<file path="src/rtl/demuxp_dist_pkg.sv">
// Shared definitions for the write-back distributor: channel codes, index width,
// per-slot state type and the select-to-mask decode.
package demuxp_dist_pkg;

  localparam logic [1:0]  CH_A      = 2'd0;
  localparam logic [1:0]  CH_B      = 2'd1;
  localparam logic [1:0]  CH_C      = 2'd2;
  localparam logic [1:0]  CH_D      = 2'd3;
  localparam int unsigned REG_IDX_W = 5;
  localparam int unsigned NUM_CH    = 4;

  typedef enum logic {
    SlotEmpty,
    SlotFull
  } slot_state_e;

  function automatic logic [NUM_CH-1:0] sel_to_mask(input logic [1:0] sel);
    logic [NUM_CH-1:0] mask;
    mask = '0;
    mask[sel] = 1'b1;
    return mask;
  endfunction

endpackage

</file>
<file path="src/rtl/demux_slot.sv">
// One-entry holding buffer with valid/ack handshake. Data is kept after ack; only a
// load replaces it.
module demux_slot
  import demuxp_dist_pkg::*;
#(
  parameter int unsigned WIDTH = REG_IDX_W
) (
  input  logic             clk,
  input  logic             rst,
  input  logic             load,
  input  logic [WIDTH-1:0] d,
  input  logic             ack,
  output logic [WIDTH-1:0] q,
  output logic             valid,
  output logic             free
);

  slot_state_e      state_q, state_d;
  logic [WIDTH-1:0] data_q, data_d;

  always_comb begin
    state_d = state_q;
    data_d  = data_q;
    if (load) begin
      state_d = SlotFull;
      data_d  = d;
    end else if (state_q == SlotFull && ack) begin
      state_d = SlotEmpty;
    end
  end

  always_ff @(posedge clk) begin
    if (rst) begin
      state_q <= SlotEmpty;
      data_q  <= '0;
    end else begin
      state_q <= state_d;
      data_q  <= data_d;
    end
  end

  assign valid = (state_q == SlotFull);
  // An ack in the current cycle frees the slot for a same-cycle reload.
  assign free  = (state_q == SlotEmpty) || ack;
  assign q     = data_q;

endmodule

</file>
<file path="src/rtl/demuxp_dist.sv">
// Write-back distributor: routes one value to one of four channels or broadcasts it
// to all four, with per-channel holding buffers and a saturating accept counter.
module demuxp_dist
  import demuxp_dist_pkg::*;
#(
  parameter int unsigned WIDTH = REG_IDX_W,
  parameter int unsigned CNT_W = 8
) (
  input  logic             clk,
  input  logic             rst,
  input  logic             in_valid,
  output logic             in_ready,
  input  logic [1:0]       in_sel,
  input  logic             in_bcast,
  input  logic [WIDTH-1:0] in_data,
  output logic [WIDTH-1:0] out_a,
  output logic [WIDTH-1:0] out_b,
  output logic [WIDTH-1:0] out_c,
  output logic [WIDTH-1:0] out_d,
  output logic [3:0]       out_valid,
  input  logic [3:0]       out_ack,
  output logic [CNT_W-1:0] acc_cnt
);

  logic [NUM_CH-1:0] free;
  logic [NUM_CH-1:0] load_mask;
  logic [NUM_CH-1:0] target_mask;
  logic [WIDTH-1:0]  slot_data [NUM_CH];
  logic              accept;
  logic [CNT_W-1:0]  acc_cnt_q, acc_cnt_d;

  always_comb begin
    target_mask = in_bcast ? {NUM_CH{1'b1}} : sel_to_mask(in_sel);
    // Ready depends only on slot state, acks, select and broadcast -- never on in_valid.
    in_ready    = &(free | ~target_mask);
    accept      = in_valid && in_ready;
    load_mask   = accept ? target_mask : '0;
  end

  for (genvar i = 0; i < NUM_CH; i++) begin : g_slot
    demux_slot #(
      .WIDTH(WIDTH)
    ) u_slot (
      .clk  (clk),
      .rst  (rst),
      .load (load_mask[i]),
      .d    (in_data),
      .ack  (out_ack[i]),
      .q    (slot_data[i]),
      .valid(out_valid[i]),
      .free (free[i])
    );
  end

  always_comb begin
    acc_cnt_d = acc_cnt_q;
    if (accept && (acc_cnt_q != {CNT_W{1'b1}})) begin
      acc_cnt_d = acc_cnt_q + 1'b1;
    end
  end

  always_ff @(posedge clk) begin
    if (rst) begin
      acc_cnt_q <= '0;
    end else begin
      acc_cnt_q <= acc_cnt_d;
    end
  end

  assign acc_cnt = acc_cnt_q;
  assign out_a   = slot_data[CH_A];
  assign out_b   = slot_data[CH_B];
  assign out_c   = slot_data[CH_C];
  assign out_d   = slot_data[CH_D];

endmodule

</file>
<file path="config.mk">
export PLATFORM = sky130hd
export DESIGN_NAME = demuxp_dist
export DESIGN_NICKNAME = d
export VERILOG_FILES = /design/src/rtl/demuxp_dist_pkg.sv /design/src/rtl/demux_slot.sv /design/src/rtl/demuxp_dist.sv
export SDC_FILE = /design/constraint.sdc
export NUM_CORES = 1
export LEC_CHECK = 0
export ABC_CLOCK_PERIOD_IN_PS = 3600
export BUFFER_PORTS_ARGS = -buffer_cell sky130_fd_sc_hd__buf_2
export CORE_MARGIN = 1.5
export CORE_UTILIZATION = 45
export DETAILED_ROUTE_END_ITERATION = 8
export MAX_ROUTING_LAYER = met4
export PLACE_DENSITY = 0.72
export SYNTH_ARGS = -nofsm -noshare
export SYNTH_HDL_FRONTEND = slang
export SYNTH_SLANG_ARGS = --single-unit
</file>
<file path="constraint.sdc">
create_clock -name clk -period 3.6 [get_ports clk]
set_clock_uncertainty 0.05 [all_clocks]
set_input_delay 0.36 -clock clk [delete_from_list [all_inputs] [get_ports clk]]
set_output_delay 0.36 -clock clk [all_outputs]
set_load 0.01 [all_outputs]
</file>
==> metrics.txt <==
outcome=completed; Synth warnings=0; Site Rows=20; Port Buffers=47; drt wl/cell=13.2 um; Reg clk slew, reported paths=100 ps; asr flop ratio synth=0; Seq/Total Area, Yosys=0.436; most common cell after layout, fill and taps aside=buf_2; syn avg cell area=8.70 um2; max cap viols=0; Worst-Skew Late Latency=330 ps; Final Setup Violations=0; slew margin rel.=0.488; area post-placement=1700 um2; Syn Nets=185; CP startpoint kind=register; crit share post-route=0.654; cell taking the most area after synthesis=dfxtp_1; Post-DRT Antenna Nets=0; largest fanout on the critical path=27; vias in the first global route=1290; minimum clock period=2350 ps; multiplexer share of the synthesized area=0.0494; antenna cell count=0; Max H-tree Level=2; # clock sinks=32; WP data required=3810 ps; Worst path depth=5; unrepaired setup endpoints after global routing=no; worst setup margin=1250 ps; class of the worst hold path=primary input to register; Reg2Reg Depth=5; Final Instance Area=1760 um2; Die ar.=3620 um2; Max rail drop VDD=0.250 mV; Synth Flop Type=dfxtp_1; Die X=60.2 um; FF+latch count, synth=32; Post-synth EDFFs=0; Post-Synth Adder-Cell Area=0.00851; synthesized area=1470 um2; drt total wl=3.38 mm; xor-xnor portion of the synthesized cell area=0; via count=1338; Final Hold Viols=0; Slowest-stage cell, CP=or4b_1; maximum clock rate=425 MHz; CTS tree=yes; share of layout cells above drive strength 1=0.274; Initial Utilization=0.478; Syn Inst Count=169; crit-path cells=nand2b_1 -> o21ai_2 -> or4b_1 -> or4_1 -> a21oi_1; Synth top area share=0.436; PwrDens=408 nW/um2; non-filler cells in the finished layout=256; setup bufs post-CTS=0; Worst Path Buf+Inv=0; Num CTS Buffers=5; Max Transition Viols Final=0; kind of critical path=register to register; pre-CTS setup slack=945 ps; clock root buffer=clkbuf_4; worst slew pin tran=768 ps; largest net degree at the start of global routing=40; first-pass GRT wire length=5.62 mm; first drt pass iteration count=4; Post-route DRC=0; core area=3080 um2; commonest non-fill, non-tap cells in the layout=buf_2 (47), dfxtp_1 (32), o21ai_1 (20), nand2b_1 (17), a21oi_1 (16); Boundary Pins=48; Iter 0 DRT Violations=90; initial antenna violation count=0; Critical Path End Type=register; GRT Total Usage=0.216; hold depth=3; DP Wirelength=2.41 mm; main combinational cell family by area after synthesis=simple AND/OR/NAND/NOR gates; end-of-flow core utilization=0.572; dominant cells by area after synthesis=dfxtp_1 (44%), nand2b_1 (7.2%), o21ai_1 (6.8%); via-per-instance ratio=5.23; number of gates resized after CTS=0; dpl cells=248; Critical Path AT=2560 ps; Pleak=0.780 nW; complex-gate fraction of the synthesized area=0.205; worst stage delay on the critical path=850 ps; kind of cell adding the most delay to the critical path=simple AND/OR/NAND/NOR gates; Longest Clk Path Bufs=2; Placer Congestion=0.791; setup tns final=0 ps; hold_buf cts=0; P&R area growth vs syn=19.7%; Final #Nets=227; Netlist cell types=33; post-synthesis simple-gate area fraction=0.256; Die Ht=60.2 um; grt total ovfl=0
==> worst paths after layout <==
path              slack, ps                           startpoint                                  to
setup / recovery       1250  g_slot[3].u_slot.valid$_SDFFE_PP0P_             acc_cnt[6]$_SDFFE_PP0P_
hold / removal          240                           in_data[1]  g_slot[2].u_slot.q[1]$_SDFFE_PP0P_
setup reg to reg       1250  g_slot[3].u_slot.valid$_SDFFE_PP0P_             acc_cnt[6]$_SDFFE_PP0P_
hold reg to reg         440   g_slot[0].u_slot.q[2]$_SDFFE_PP0P_  g_slot[0].u_slot.q[2]$_SDFFE_PP0P_
==> metrics by stage <==
step                hold slack, ps  total power (W)
finish                         240         0.000718
global route                   230         0.000761
CTS                            234         0.000725
detailed placement             418         0.000507
global placement               411         0.000503
floorplan                      421         0.000468
==> cell families after synthesis <==
group / after synthesis
DFF: 32
buffers and inverters: 13
and+or+nand+nor: 62
muxes: 7
adders and majority gates: 1
AOI/OAI and AO/OA: 54
==> registers in the layout, indices dropped and copies added, names as in the netlist <==
signal               cells
acc_cnt                  8
g_slot.u_slot.q         20
g_slot.u_slot.valid      4
==> Yosys cell counts, types with 2 or more instances <==
cell	n
o21bai_1	2
o21ai_0	10
clkbuf_1	5
buf_4	4
a21oi_1	16
and3_1	2
or4_1	2
mux2i_1	5
mux2_1	2
nand2_1	4
o31ai_1	2
or2_1	2
o21ai_1	20
nor3_1	4
nand2b_1	17
nor2b_1	13
buf_2	2
nand3_1	7
dfxtp_1	32
or3_1	4
nor2_1	2
==> metal layers <==
layer / GRT usage / share of wire / vias to the layer above
li1: - / - / 678
met1: 0.257 / 0.46 / 615
met4: 0.0730 / 0.0077 / 0
met3: 0.0779 / 0.057 / 4
met2: 0.339 / 0.48 / 41
met5: - / 0 / -
==> cell type report <==
type                       instances  area (um2)
clock buffer                       6        51.3
clock inverter                     2        10.0
fill                             326        1320
inverter                           1        3.75
multi-input combinational        124         763
sequential                        32         641
tap                               44        55.1
timing repair buffer              47         235
==> worst register-to-register path, cell delays in order (launching register included) <==
cell      delay (ps)
dfxtp_1          330
nand2b_1         150
o21ai_2          110
or4b_1           850
or4_1            620
a21oi_1          170
==> where the power goes <==
group	internal (W)	leakage, nW	switching (W)
clock network	0.0000929	0.0380	0.000126
logic	0.0000462	0.481	0.0000687
registers	0.000374	0.261	0.0000104
Note: power is estimated with default switching activity, not from simulation.
